--- src/rtl/apb_cmd_queue_if.sv ---
// Host command / APB master / response signal bundle for apb_cmd_queue.
// The slave modport is the queue's view; master is the host-and-bus side.
interface apb_cmd_queue_if #(
  parameter int DEPTH = 4
);
  localparam int LW = $clog2(DEPTH) + 1;

  logic          CMD_VALID;
  logic          CMD_READY;
  logic          CMD_WRITE;
  logic [31:0]   CMD_ADDR;
  logic [31:0]   CMD_WDATA;
  logic [LW-1:0] LEVEL;

  logic          TRANSFER;
  logic          PWRITE_MASTER;
  logic [31:0]   PADDR_MASTER;
  logic [31:0]   PWDATA_MASTER;
  logic          PSEL;
  logic          PENABLE;
  logic          PREADY;
  logic [31:0]   PRDATA_MASTER;

  logic          RSP_VALID;
  logic [31:0]   RSP_DATA;
  logic [31:0]   RSP_ADDR;

  modport slave (
    input  CMD_VALID, CMD_WRITE, CMD_ADDR, CMD_WDATA,
    input  PSEL, PENABLE, PREADY, PRDATA_MASTER,
    output CMD_READY, LEVEL,
    output TRANSFER, PWRITE_MASTER, PADDR_MASTER, PWDATA_MASTER,
    output RSP_VALID, RSP_DATA, RSP_ADDR
  );

  modport master (
    output CMD_VALID, CMD_WRITE, CMD_ADDR, CMD_WDATA,
    output PSEL, PENABLE, PREADY, PRDATA_MASTER,
    input  CMD_READY, LEVEL,
    input  TRANSFER, PWRITE_MASTER, PADDR_MASTER, PWDATA_MASTER,
    input  RSP_VALID, RSP_DATA, RSP_ADDR
  );
endinterface

--- src/rtl/apb_cmd_queue.sv ---
// Command FIFO in front of an APB master: presents the oldest command as a
// transfer request, pops it on bus completion and returns read data.
module apb_cmd_queue #(
  parameter int DEPTH = 4
) (
  input logic            PCLK,
  input logic            PRESET,
  apb_cmd_queue_if.slave bus
);
  localparam int AW = $clog2(DEPTH);
  localparam int LW = AW + 1;

  typedef struct packed {
    logic        write;
    logic [31:0] addr;
    logic [31:0] wdata;
  } cmd_t;

  typedef enum logic [1:0] {IDLE = 2'd0, SETUP = 2'd1, ACCESS = 2'd2} state_t;

  state_t        state_q, state_d;
  cmd_t          mem_q [DEPTH];
  cmd_t          mem_d [DEPTH];
  logic [AW-1:0] wr_ptr_q, wr_ptr_d;
  logic [AW-1:0] rd_ptr_q, rd_ptr_d;
  logic [AW-1:0] rd_nxt;
  logic [LW-1:0] level_q, level_d;
  cmd_t          cur_q, cur_d;
  logic          transfer_q, transfer_d;
  logic          rsp_valid_q, rsp_valid_d;
  logic [31:0]   rsp_data_q, rsp_data_d;
  logic [31:0]   rsp_addr_q, rsp_addr_d;

  cmd_t          cmd_in, head, load_cmd;
  logic          cmd_ready, push, done, load;

  assign cmd_in    = {bus.CMD_WRITE, bus.CMD_ADDR, bus.CMD_WDATA};
  assign cmd_ready = (level_q < LW'(DEPTH));
  assign push      = bus.CMD_VALID && cmd_ready;
  assign done      = (state_q == ACCESS) && bus.PSEL && bus.PENABLE && bus.PREADY;
  assign rd_nxt    = rd_ptr_q + AW'(1);
  assign head      = mem_q[rd_ptr_q];

  // The in-flight command stays in the FIFO until the bus completes it.
  always_comb begin
    mem_d    = mem_q;
    wr_ptr_d = wr_ptr_q;
    rd_ptr_d = rd_ptr_q;
    if (push) begin
      mem_d[wr_ptr_q] = cmd_in;
      wr_ptr_d        = wr_ptr_q + AW'(1);
    end
    if (done) rd_ptr_d = rd_nxt;
    level_d = level_q + LW'(push) - LW'(done);
  end

  always_ff @(posedge PCLK) begin
    if (PRESET) state_q <= IDLE;
    else        state_q <= state_d;
  end

  always_comb begin
    state_d = state_q;
    case (state_q)
      IDLE:    if (level_q != '0) state_d = SETUP;
      SETUP:   if (bus.PSEL && !bus.PENABLE) state_d = ACCESS;
      ACCESS:  if (done) state_d = (level_d != '0) ? SETUP : IDLE;
      default: state_d = IDLE;
    endcase
  end

  always_comb begin
    load     = 1'b0;
    load_cmd = head;
    if (state_q == IDLE && level_q != '0) begin
      load = 1'b1;
    end else if (done && level_d != '0) begin
      load = 1'b1;
      // If only the finishing command was queued, the follower is arriving now.
      load_cmd = (level_q > LW'(1)) ? mem_q[rd_nxt] : cmd_in;
    end
    cur_d       = load ? load_cmd : cur_q;
    transfer_d  = load ? 1'b1 : (done ? 1'b0 : transfer_q);
    rsp_valid_d = done && !cur_q.write;
    rsp_data_d  = rsp_valid_d ? bus.PRDATA_MASTER : rsp_data_q;
    rsp_addr_d  = rsp_valid_d ? cur_q.addr : rsp_addr_q;
  end

  always_ff @(posedge PCLK) begin
    if (PRESET) begin
      wr_ptr_q    <= '0;
      rd_ptr_q    <= '0;
      level_q     <= '0;
      cur_q       <= '0;
      transfer_q  <= 1'b0;
      rsp_valid_q <= 1'b0;
      rsp_data_q  <= '0;
      rsp_addr_q  <= '0;
    end else begin
      wr_ptr_q    <= wr_ptr_d;
      rd_ptr_q    <= rd_ptr_d;
      level_q     <= level_d;
      cur_q       <= cur_d;
      transfer_q  <= transfer_d;
      rsp_valid_q <= rsp_valid_d;
      rsp_data_q  <= rsp_data_d;
      rsp_addr_q  <= rsp_addr_d;
    end
  end

  // Storage needs no reset: pointers and level define which entries are live.
  always_ff @(posedge PCLK) mem_q <= mem_d;

  assign bus.CMD_READY     = cmd_ready;
  assign bus.LEVEL         = level_q;
  assign bus.TRANSFER      = transfer_q;
  assign bus.PWRITE_MASTER = cur_q.write;
  assign bus.PADDR_MASTER  = cur_q.addr;
  assign bus.PWDATA_MASTER = cur_q.wdata;
  assign bus.RSP_VALID     = rsp_valid_q;
  assign bus.RSP_DATA      = rsp_data_q;
  assign bus.RSP_ADDR      = rsp_addr_q;
endmodule

--- src/flat_wrapper.sv ---
// flat-port wrapper written by rule: the top's interface ports become plain ports
module apb_cmd_queue_flat 
#(
  parameter int DEPTH = 4
)
  (PCLK, PRESET, bus_CMD_VALID, bus_CMD_WRITE, bus_CMD_ADDR, bus_CMD_WDATA, bus_PSEL, bus_PENABLE, bus_PREADY, bus_PRDATA_MASTER, bus_CMD_READY, bus_LEVEL, bus_TRANSFER, bus_PWRITE_MASTER, bus_PADDR_MASTER, bus_PWDATA_MASTER, bus_RSP_VALID, bus_RSP_DATA, bus_RSP_ADDR);
  apb_cmd_queue_if #(.DEPTH(DEPTH)) bus_i ();
  input logic PCLK;
  input logic PRESET;
  input wire logic [$bits(bus_i.CMD_VALID)-1:0] bus_CMD_VALID;
  input wire logic [$bits(bus_i.CMD_WRITE)-1:0] bus_CMD_WRITE;
  input wire logic [$bits(bus_i.CMD_ADDR)-1:0] bus_CMD_ADDR;
  input wire logic [$bits(bus_i.CMD_WDATA)-1:0] bus_CMD_WDATA;
  input wire logic [$bits(bus_i.PSEL)-1:0] bus_PSEL;
  input wire logic [$bits(bus_i.PENABLE)-1:0] bus_PENABLE;
  input wire logic [$bits(bus_i.PREADY)-1:0] bus_PREADY;
  input wire logic [$bits(bus_i.PRDATA_MASTER)-1:0] bus_PRDATA_MASTER;
  output wire logic [$bits(bus_i.CMD_READY)-1:0] bus_CMD_READY;
  output wire logic [$bits(bus_i.LEVEL)-1:0] bus_LEVEL;
  output wire logic [$bits(bus_i.TRANSFER)-1:0] bus_TRANSFER;
  output wire logic [$bits(bus_i.PWRITE_MASTER)-1:0] bus_PWRITE_MASTER;
  output wire logic [$bits(bus_i.PADDR_MASTER)-1:0] bus_PADDR_MASTER;
  output wire logic [$bits(bus_i.PWDATA_MASTER)-1:0] bus_PWDATA_MASTER;
  output wire logic [$bits(bus_i.RSP_VALID)-1:0] bus_RSP_VALID;
  output wire logic [$bits(bus_i.RSP_DATA)-1:0] bus_RSP_DATA;
  output wire logic [$bits(bus_i.RSP_ADDR)-1:0] bus_RSP_ADDR;
  assign bus_i.CMD_VALID = bus_CMD_VALID;
  assign bus_i.CMD_WRITE = bus_CMD_WRITE;
  assign bus_i.CMD_ADDR = bus_CMD_ADDR;
  assign bus_i.CMD_WDATA = bus_CMD_WDATA;
  assign bus_i.PSEL = bus_PSEL;
  assign bus_i.PENABLE = bus_PENABLE;
  assign bus_i.PREADY = bus_PREADY;
  assign bus_i.PRDATA_MASTER = bus_PRDATA_MASTER;
  assign bus_CMD_READY = bus_i.CMD_READY;
  assign bus_LEVEL = bus_i.LEVEL;
  assign bus_TRANSFER = bus_i.TRANSFER;
  assign bus_PWRITE_MASTER = bus_i.PWRITE_MASTER;
  assign bus_PADDR_MASTER = bus_i.PADDR_MASTER;
  assign bus_PWDATA_MASTER = bus_i.PWDATA_MASTER;
  assign bus_RSP_VALID = bus_i.RSP_VALID;
  assign bus_RSP_DATA = bus_i.RSP_DATA;
  assign bus_RSP_ADDR = bus_i.RSP_ADDR;
  apb_cmd_queue #(.DEPTH(DEPTH)) u_core (.PCLK(PCLK), .PRESET(PRESET), .bus(bus_i));
endmodule
--- config.mk ---
export PLATFORM = sky130hd
export DESIGN_NAME = apb_cmd_queue_flat
export DESIGN_NICKNAME = d
export VERILOG_FILES = /design/src/rtl/apb_cmd_queue_if.sv /design/src/rtl/apb_cmd_queue.sv /design/src/flat_wrapper.sv
export SDC_FILE = /design/constraint.sdc
export NUM_CORES = 1
export LEC_CHECK = 0
export BUFFER_PORTS_ARGS = -buffer_cell sky130_fd_sc_hd__buf_2
export CAP_MARGIN = 20
export CELL_PAD_IN_SITES_DETAIL_PLACEMENT = 1
export CELL_PAD_IN_SITES_GLOBAL_PLACEMENT = 1
export CORE_UTILIZATION = 43
export DETAILED_ROUTE_END_ITERATION = 8
export HOLD_SLACK_MARGIN = 0.12
export PLACE_DENSITY_LB_ADDON = 0.1
export SLEW_MARGIN = 20
export SYNTH_ARGS = -nofsm -noshare
export SYNTH_HDL_FRONTEND = slang
export SYNTH_SLANG_ARGS = --single-unit
export TNS_END_PERCENT = 5
--- constraint.sdc ---
create_clock -name PCLK -period 3 [get_ports PCLK]
set_clock_uncertainty 0.15 [all_clocks]
set_input_delay 0.6 -clock PCLK [delete_from_list [all_inputs] [get_ports PCLK]]
set_output_delay 0.6 -clock PCLK [all_outputs]
set_load 0.01 [all_outputs]
==> results.md, run 1 <==
* Average cell area after synthesis at 15.9 sq um
* Number of enable-type register cells in the synthesized netlist at 260
* TritonCTS clock tree: yes
* Count of cell types in the netlist at 36
* Setup repair after global routing missed its margin: no
* Half-perimeter wire length after placement at 27600 um
* Post-route cell area at 21400 sq um
* Width of the die at 201 um
* Setup violations, final at 0
* Required time of the critical path at 3.29 ns
* Gr ovfl total at 0
* Maximum number of pins on one net before global-route repair at 67
* Most common flop cell mapped by yosys: sky130_fd_sc_hd__edfxtp_1
* Clock latency of the later-clocked register in the worst-skew pair at 0.57 ns
* Category of the critical setup timing path: reg2reg
* Total clock buffers created by CTS at 44
* Combined area of all synthesized cells at 17000 sq um
* Run status: completed
* IO buf count at 237
* Wire length of the first global-routing pass at 68200 um
* Post-detailed-routing wire length at 44000 um
* Routed WL per cell at 22.4 um
* Detailed-route via count at 10800
* Number of H-tree branching levels at 2
* CP arrival at 3.20 ns
* Min Clock Period, post-route at 2.91 ns
* Portion of the post-synthesis area used by sequential elements at 62.6%
* Average via count per standard cell at 5.51
* Floorplan die area at 40200 sq um
* Routability congestion estimate from global placement at 0.742
* Crit-path max FO at 27
* Layout cells sized above 1 at 38.7%
* Ys async rst share at 0%
* Post-synthesis cell count at 1068
* Class of the worst hold path: in2reg
* Number of top-level design ports at 238
* Kind of launch point of the worst setup path: register
* Yosys warning total at 0
* Number of max-slew violations in the final report at 0
* Launch point of the worst hold path: bus_PRDATA_MASTER[0]
* Number of register bits inferred by synthesis at 400
* Maximum clock insertion buffer count at 3
* Peak VDD IR at 0.000632 V
* Most frequent standard cell in the layout excluding fill and tap cells: sky130_fd_sc_hd__edfxtp_1
* Static leakage at 7.61 nW
* Clock-pin slew reported for the worst setup and hold paths after clock tree synthesis at 0.06 ns
* Number of remaining DRC errors at 0
* Worst slew margin at 38.6%
* Starting utilization of the core area at 43.8%
* Power Total at 16.4 mW
* Max-Cap Viols at 0
* Most frequent cells in the layout: sky130_fd_sc_hd__edfxtp_1, sky130_fd_sc_hd__buf_2, sky130_fd_sc_hd__dfxtp_1
* Slew of the pin with the lowest slew margin at 0.915 ns
* Beginning of the critical path: u_core.state_q[1]$_SDFFE_PP0P_
* Number of endpoints with negative hold slack in the final report at 0
* Placement Rows at 72
* Final standard cell count with taps included and fillers excluded at 1964
* Highest clock frequency the design can meet at 0.343 GHz
* Height of the die at 201 um
* Sum of negative setup slack at 0 ns
* First-iteration detailed-routing DRC count at 569
* Dpl cells at 1797
* Antenna violation net count after detailed routing at 0
* Final layout net count at 1522
* Power density over the cells at 767 nW/um^2
* Clock sink count at 400
* Root Driver: sky130_fd_sc_hd__clkbuf_16
* Net count of the mapped netlist at 1180
* Initial antenna violation count at 2
* Diode count at 0
* Placeable core region at 38700 sq um
* Vias in the first global route at 11600
* Startpoint of the worst-slack reg-to-reg timing path: u_core.state_q[1]$_SDFFE_PP0P_
* Final critical-path share of the clock period at 97.1%
* Instance area at placement at 19200 sq um
* Critical Path End Type: register
* Overall track demand over capacity in global routing at 22.0%
* Synth-to-Final Area Change at 26.2%
* 1st-pass router iterations at 5
worst max-delay path, cell delays in order (launching register included):
cell and delay, ns:
sky130_fd_sc_hd__dfxtp_1 0.30, sky130_fd_sc_hd__nor2b_2 0.16, sky130_fd_sc_hd__nand2_4 0.08, sky130_fd_sc_hd__inv_4 0.04, sky130_fd_sc_hd__ha_4 0.25, sky130_fd_sc_hd__inv_2 0.03, sky130_fd_sc_hd__ha_2 0.16, sky130_fd_sc_hd__fa_2 0.35
sky130_fd_sc_hd__xnor2_2 0.21, sky130_fd_sc_hd__o311a_1 0.28, sky130_fd_sc_hd__nor3_4 0.08, sky130_fd_sc_hd__buf_12 0.18, sky130_fd_sc_hd__buf_12 0.16, sky130_fd_sc_hd__a221o_1 0.35
report_power, final:
part | switching [mW] | internal, mW | total (mW) | leakage (nW)
Clock | 2.14 | 2.93 | 5.06 | 0.642
Sequential | 0.517 | 6.75 | 7.27 | 3.52
Combinational | 2.09 | 1.99 | 4.08 | 3.45
Total | 4.74 | 11.7 | 16.4 | 7.61
layer usage:
metal,track usage [%],vias up,wire length [um]
li1,-,4890,-
met1,29.4,5601,19400
met2,36.7,267,21500
met3,4.87,62,2360
met4,5.13,4,737
met5,0,-,23
final cells by class:
| type | instances | area, sq um |
|---|---|---|
| Clock buffer | 71 | 1240 |
| Fill cell | 3762 | 17300 |
| Sequential cell | 400 | 10600 |
| Inverter | 9 | 36.3 |
| Clock inverter | 11 | 87.6 |
| Timing Repair Buffer | 376 | 2720 |
| Tap cell | 518 | 648 |
| Multi-Input combinational cell | 579 | 6040 |
cell families (layout without fill, tap and decap cells):
kind of cell,count (synthesis),count (layout),synth area share (%)
mux,196,196,21.6
buf+inv,89,467,2.32
fa+ha+maj,9,9,0.709
simple gates,232,232,6.51
flops,400,400,62.6
xor+xnor,4,4,0.207
compound gates,138,138,6.04
synthesized netlist by cell type, drive strengths merged (10+ instances only):
library cell    n  share of area [%]
clkbuf         45                1.0
nand2         131                2.9
dfxtp         140                 17
buf            35                1.1
nor2b          62                2.3
mux4          130                 17
nor2           12               0.27
edfxtp        260                 46
mux2           62                4.1
a221o          61                3.6
a21oi          69                2.0
nor3           10               0.38
path summary, 6_finish.rpt:
check / end / slack (ns) / depth (start not counted)
hold / removal: u_core.bus.RSP_DATA[0]$_SDFFE_PP0P_ / 0.15 / 3
hold reg to reg: u_core.bus.RSP_DATA[26]$_SDFFE_PP0P_ / 0.30 / 2
setup reg to reg: u_core.bus.PWDATA_MASTER[29]$_SDFFE_PP0P_ / 0.09 / 13
setup / recovery: u_core.bus.PWDATA_MASTER[29]$_SDFFE_PP0P_ / 0.09 / 13
metrics by stage:
| step | worst slack, ns | hold slack (ns) | utilization (%) |
|---|---|---|---|
| floorplan | -0.0974 | 0.331 | - |
| global placement | -0.258 | 0.288 | 49.5 |
| detailed placement | -0.353 | 0.297 | 49.5 |
| CTS | 0.00361 | 0.120 | 55.1 |
| global route | 0.00392 | 0.132 | 55.2 |
| finish | 0.0862 | 0.150 | 55.2 |
timing repair:
action,4_1_cts,5_1_grt
gates resized for setup,0,4
hold buffers,83,0
buffers inserted,0,1
endpoints found under the setup margin,0,62
hold endpoints to repair,245,0
state kept, by name, summed over array words and instances (netlist names):
register / flops
u_core.bus.TRANSFER: 1
u_core.rd_ptr_q: 2
u_core.bus.RSP_ADDR: 32
u_core.bus.PWDATA_MASTER: 32
u_core.bus.PWRITE_MASTER: 1
u_core.wr_ptr_q: 2
u_core.bus.RSP_VALID: 1
u_core.bus.RSP_DATA: 32
u_core.mem_q: 260
u_core.bus.PADDR_MASTER: 32
u_core.state_q: 2
u_core.bus.LEVEL: 3
Power figures use the tool's default switching activity.
==> inputs of run 2 (changes only) <==
- REMOVE_ABC_BUFFERS: default -> 1
==> results.md, run 2 (synthesized netlist as in run 1, its figures left out) <==
* Run status: completed
* 1st-pass router iterations at 7
* IO buf count at 237
* Max-Cap Viols at 0
* Half-perimeter wire length after placement at 25800 um
* Hold WS at 0.142 ns
* Synth-to-Final Area Change at 26.6%
* Min-Delay Endpoint: u_core.mem_q[28]$_DFFE_PP_
* R2r worst-path depth at 13
* Static leakage at 7.62 nW
* Layout cells sized above 1 at 39.8%
* Capture instance of the worst register-to-register path: u_core.bus.PWDATA_MASTER[13]$_SDFFE_PP0P_
* Most frequent standard cell in the layout excluding fill and tap cells: sky130_fd_sc_hd__edfxtp_1
* Startpoint of the worst-slack reg-to-reg timing path: u_core.state_q[1]$_SDFFE_PP0P_
* Clock latency of the later-clocked register in the worst-skew pair at 0.55 ns
* Required time of the critical path at 3.34 ns
* Launch point of the worst hold path: bus_CMD_WDATA[28]
* Post-detailed-routing wire length at 43400 um
* TritonCTS clock tree: yes
* Category of the critical setup timing path: reg2reg
* First-iteration detailed-routing DRC count at 461
* Instance area at placement at 19000 sq um
* Number of remaining DRC errors at 0
* Average via count per standard cell at 5.48
* Slew of the pin with the lowest slew margin at 0.910 ns
* Sum of negative setup slack at 0 ns
* Setup violations, final at 0
* Routed WL per cell at 22.3 um
* FILL cells at 3699
* Floorplan die area at 40200 sq um
* Antenna violation net count after detailed routing at 0
* Maximum number of pins on one net before global-route repair at 85
* Overall track demand over capacity in global routing at 21.4%
* Dpl cells at 1780
* Root Driver: sky130_fd_sc_hd__clkbuf_16
* Total clock buffers created by CTS at 45
* Gr ovfl total at 0
* Highest clock frequency the design can meet at 0.341 GHz
* Final critical-path share of the clock period at 97.8%
* CP arrival at 3.28 ns
* Worst hold stages at 1
* Max FFs per register at 260
* Critical Path End Type: register
* Largest reg by FF count: u_core.mem_q
* Number of endpoints with negative hold slack in the final report at 0
* Post-route cell area at 21500 sq um
* Height of the die at 201 um
* Class of the worst hold path: in2reg
* Worst slew margin at 39.3%
* Detailed-route via count at 10600
* Final layout net count at 1501
* Number of top-level design ports at 238
* Peak VDD IR at 0.000527 V
* Width of the die at 201 um
* Min Clock Period, post-route at 2.93 ns
* Starting utilization of the core area at 43.8%
* Initial antenna violation count at 4
* Kind of launch point of the worst setup path: register
* Wire length of the first global-routing pass at 66500 um
* Most frequent cells in the layout: sky130_fd_sc_hd__edfxtp_1, sky130_fd_sc_hd__buf_2, sky130_fd_sc_hd__dfxtp_1
* Vias in the first global route at 11300
* R2r setup slk at 0.07 ns
* Clock-pin slew reported for the worst setup and hold paths after clock tree synthesis at 0.06 ns
* Maximum clock insertion buffer count at 3
* Power density over the cells at 800 nW/um^2
* Clock sink count at 400
* Crit-path max FO at 7
* Placeable core region at 38700 sq um
* Routability congestion estimate from global placement at 0.726
* Final standard cell count with taps included and fillers excluded at 1943
* Placement Rows at 72
* Power Total at 17.2 mW
* Number of max-slew violations in the final report at 0
* Number of H-tree branching levels at 2
[run 2: cell count changes in the layout (fill, tap and decap cells not counted), sizes merged]
cell	delta
diode	+2
clkinvlp	+3
dlygate4sd3	-15
buf	-9
inv	-3
bufinv	+7
clkbuf	-17
clkinv	+11
[run 2: report_power, final]
part / leakage [nW] / switching, mW / internal [mW]
logic: 3.36 / 2.18 / 2.11
registers: 3.52 / 0.489 / 6.75
clock network: 0.735 / 2.17 / 3.47
[run 2: timing repair]
item                       in CTS  in global routing
gates cloned                    3                  3
hold endpoints to repair      181                  0
gates resized for setup        10                 10
pin swaps                       6                  9
buffers inserted                3                  5
setup endpoints to repair      58                 61
hold buffers                   68                  0
[run 2: critical path, cell delays in order (launching register included)]
cell	delay, ns
sky130_fd_sc_hd__dfxtp_2	0.32
sky130_fd_sc_hd__nor2b_4	0.12
sky130_fd_sc_hd__nand2_2	0.06
sky130_fd_sc_hd__inv_2	0.05
sky130_fd_sc_hd__ha_4	0.25
sky130_fd_sc_hd__inv_2	0.03
sky130_fd_sc_hd__ha_2	0.16
sky130_fd_sc_hd__fa_2	0.40
sky130_fd_sc_hd__xnor2_4	0.17
sky130_fd_sc_hd__o311a_4	0.33
sky130_fd_sc_hd__nor3_4	0.27
sky130_fd_sc_hd__buf_12	0.21
sky130_fd_sc_hd__clkbuf_16	0.18
sky130_fd_sc_hd__a221o_1	0.14
[run 2: layout make-up]
| class | count | area [sq um] | area share [%] |
|---|---|---|---|
| inverters | 9 | 33.8 | 0.157 |
| well taps | 518 | 648 | 3.02 |
| clock inverters | 29 | 340 | 1.59 |
| repair buffers | 354 | 2570 | 12.0 |
| multi-input cells | 579 | 6060 | 28.3 |
| clock buffers | 52 | 1170 | 5.46 |
| flip-flops and latches | 400 | 10600 | 49.5 |
| diodes | 2 | 5.00 | 0.0233 |
[run 2: worst max-delay path by stage]
| stage | startpoint | to | slack, ns | cells past startpoint |
|---|---|---|---|---|
| after detailed placement | bus_PREADY | u_core.bus.PWDATA_MASTER[22]$_SDFFE_PP0P_ | -0.46 | 13 |
| after floorplan | u_core.rd_ptr_q[0]$_SDFFE_PP0P_ | u_core.bus.PADDR_MASTER[10]$_SDFFE_PP0P_ | -3.90 | 3 |
| final | u_core.state_q[1]$_SDFFE_PP0P_ | u_core.bus.PWDATA_MASTER[13]$_SDFFE_PP0P_ | 0.07 | 13 |
| after global placement | bus_PREADY | u_core.bus.PWDATA_MASTER[18]$_SDFFE_PP0P_ | -0.42 | 13 |
| after global routing | u_core.state_q[1]$_SDFFE_PP0P_ | u_core.bus.PADDR_MASTER[28]$_SDFFE_PP0P_ | -0.007 | 13 |
| after CTS | u_core.state_q[1]$_SDFFE_PP0P_ | u_core.bus.PADDR_MASTER[23]$_SDFFE_PP0P_ | -0.01 | 14 |
[run 2: metal layers]
metal / vias to the layer above / GRT usage (%) / routed length [um]
met4: 2 / 5.75 / 779
met5: - / 0 / 13
met2: 245 / 36.5 / 21400
met1: 5487 / 27.6 / 19100
li1: 4845 / - / -
met3: 62 / 4.58 / 2060
[run 2: stage by stage]
stage          utilization, %  setup WS (ns)
3_5_place_dp             49.0         -0.458
5_1_grt                  55.4       -0.00719
2_1_floorplan               -          -3.90
6_report                 55.4         0.0660
4_1_cts                  55.1        -0.0111
3_3_place_gp             49.0         -0.422
==> inputs of run 3 (changes only) <==
- CAP_MARGIN: 20 -> 0
- clock period: 3 -> 2.5 ns (I/O delays scaled with it)
==> results.md, run 3 (synthesized netlist as in run 1, its figures left out) <==
* Placement Rows at 72
* Capture instance of the worst register-to-register path: u_core.bus.PADDR_MASTER[11]$_SDFFE_PP0P_
* Max FFs per register at 260
* 1st-pass router iterations at 4
* Average via count per standard cell at 5.44
* Post-detailed-routing wire length at 44400 um
* Maximum number of pins on one net before global-route repair at 58
* Starting utilization of the core area at 43.8%
* Slack of the critical path at -0.423 ns
* Detailed-route via count at 10900
* Highest clock frequency the design can meet at 0.342 GHz
* Kind of launch point of the worst setup path: register
* Clock latency of the later-clocked register in the worst-skew pair at 0.56 ns
* Setup repair after global routing missed its margin: yes
* Category of the critical setup timing path: reg2reg
* Number of top-level design ports at 238
* Peak VDD IR at 0.000634 V
* R2r worst-path depth at 16
* Overall track demand over capacity in global routing at 22.3%
* Clock sink count at 400
* Critical Path End Type: register
* Most frequent cells in the layout: sky130_fd_sc_hd__edfxtp_1, sky130_fd_sc_hd__buf_2, sky130_fd_sc_hd__dfxtp_1
* Number of H-tree branching levels at 2
* Run status: finished with violations
* Required time of the critical path at 2.80 ns
* Floorplan die area at 40200 sq um
* Routed WL per cell at 22.1 um
* Hold WS at 0.178 ns
* TritonCTS clock tree: yes
* Synth-to-Final Area Change at 31.2%
* Setup violations, final at 66
* Max-Cap Viols at 0
* Maximum clock insertion buffer count at 3
* Root Driver: sky130_fd_sc_hd__clkbuf_16
* Crit-path max FO at 4
* Final critical-path share of the clock period at 117%
* CP arrival at 3.22 ns
* Layout cells sized above 1 at 40.9%
* Min Clock Period, post-route at 2.92 ns
* Width of the die at 201 um
* First-iteration detailed-routing DRC count at 497
* Most frequent standard cell in the layout excluding fill and tap cells: sky130_fd_sc_hd__edfxtp_1
* Startpoint of the worst-slack reg-to-reg timing path: u_core.state_q[1]$_SDFFE_PP0P_
* Violated checks: negative setup slack
* Placeable core region at 38700 sq um
* Slew of the pin with the lowest slew margin at 0.801 ns
* Wire length of the first global-routing pass at 69000 um
* Power density over the cells at 937 nW/um^2
* Antenna violation net count after detailed routing at 0
* Routability congestion estimate from global placement at 0.717
* Utilization after layout at 57.4%
* Worst slew margin at 46.2%
* Critical path endpoint: u_core.bus.PADDR_MASTER[11]$_SDFFE_PP0P_
* Total clock buffers created by CTS at 44
* Beginning of the critical path: u_core.state_q[1]$_SDFFE_PP0P_
* IO buf count at 237
* Gr ovfl total at 0
* Vias in the first global route at 11800
* Half-perimeter wire length after placement at 27300 um
* Number of max-slew violations in the final report at 0
* Number of endpoints with negative hold slack in the final report at 0
* Static leakage at 7.99 nW
* Number of remaining DRC errors at 0
* Class of the worst hold path: in2reg
* Clock-pin slew reported for the worst setup and hold paths after clock tree synthesis at 0.06 ns
* Height of the die at 201 um
* Final layout net count at 1570
* Initial antenna violation count at 2
* Largest reg by FF count: u_core.mem_q
* R2r setup slk at -0.42 ns
## run 3: power by group
group	total [mW]	internal (mW)	switching, mW
clock	6.57	3.94	2.64
combinational	5.56	2.88	2.68
sequential	8.72	8.10	0.618
## run 3: layer usage
layer | track usage [%] | vias to the layer above | routed length [um] | share of wire [%]
met1 | 29.5 | 5627 | 19200 | 43
li1 | - | 4992 | - | -
met2 | 37.8 | 268 | 22200 | 50
met4 | 6.49 | 2 | 932 | 2.1
met3 | 3.78 | 60 | 2070 | 4.7
met5 | 0 | - | 10 | 0.023
## run 3: final cells by class
| type | count | area [sq um] |
|---|---|---|
| Timing Repair Buffer | 424 | 3380 |
| Multi-Input combinational cell | 579 | 6100 |
| Clock inverter | 23 | 241 |
| Tap cell | 518 | 648 |
| Sequential cell | 400 | 10600 |
| Fill cell | 3671 | 16500 |
| Antenna cell | 1 | 2.50 |
| Inverter | 9 | 33.8 |
| Clock buffer | 59 | 1220 |
## run 3: how the worst min path moves through the flow
stage                                         start                                   end  cells past startpoint
2_1_floorplan   u_core.bus.RSP_ADDR[0]$_SDFFE_PP0P_   u_core.bus.RSP_ADDR[0]$_SDFFE_PP0P_                      2
3_3_place_gp   u_core.bus.RSP_DATA[16]$_SDFFE_PP0P_  u_core.bus.RSP_DATA[16]$_SDFFE_PP0P_                      2
3_5_place_dp   u_core.bus.RSP_DATA[24]$_SDFFE_PP0P_  u_core.bus.RSP_DATA[24]$_SDFFE_PP0P_                      2
4_1_cts                                      PRESET   u_core.bus.RSP_ADDR[0]$_SDFFE_PP0P_                      2
5_1_grt                                      PRESET   u_core.bus.RSP_ADDR[0]$_SDFFE_PP0P_                      2
6_report                                     PRESET   u_core.bus.RSP_ADDR[0]$_SDFFE_PP0P_                      2
## run 3: per-stage QoR
stage / worst slack (ns) / TNS [ns] / area, sq um / power (mW) / cells
6_report: -0.423 / -23.06 / 22200 / 20.9 / 2013
5_1_grt: -0.488 / -27.61 / 22200 / 21.7 / 2013
3_5_place_dp: -1.05 / -65.40 / 19400 / 13.9 / 1809
3_3_place_gp: -0.998 / -63.38 / 19400 / 13.8 / 1809
2_1_floorplan: -4.40 / -454.64 / 16600 / 11.1 / 988
4_1_cts: -0.466 / -24.75 / 22200 / 21.1 / 2010
## run 3: critical path, stage by stage (launching register included)
cell and delay (ns):
sky130_fd_sc_hd__dfxtp_2 0.32, sky130_fd_sc_hd__nor2b_4 0.12, sky130_fd_sc_hd__nand2_2 0.09, sky130_fd_sc_hd__inv_2 0.05
sky130_fd_sc_hd__ha_4 0.26, sky130_fd_sc_hd__inv_2 0.03, sky130_fd_sc_hd__ha_4 0.14, sky130_fd_sc_hd__fa_2 0.35
sky130_fd_sc_hd__xnor2_2 0.15, sky130_fd_sc_hd__buf_4 0.15, sky130_fd_sc_hd__nor3_4 0.14, sky130_fd_sc_hd__buf_6 0.13
sky130_fd_sc_hd__nor3_4 0.04, sky130_fd_sc_hd__buf_6 0.15, sky130_fd_sc_hd__buf_16 0.13, sky130_fd_sc_hd__buf_6 0.11
sky130_fd_sc_hd__a221o_1 0.29
## run 3: what timing repair did
item	in CTS	in global routing
buffers inserted	21	2
hold buffers	97	0
cloned	3	0
resized for setup	31	11
endpoints found under the hold margin	292	0
pin swaps	50	51
setup endpoints to repair	67	67
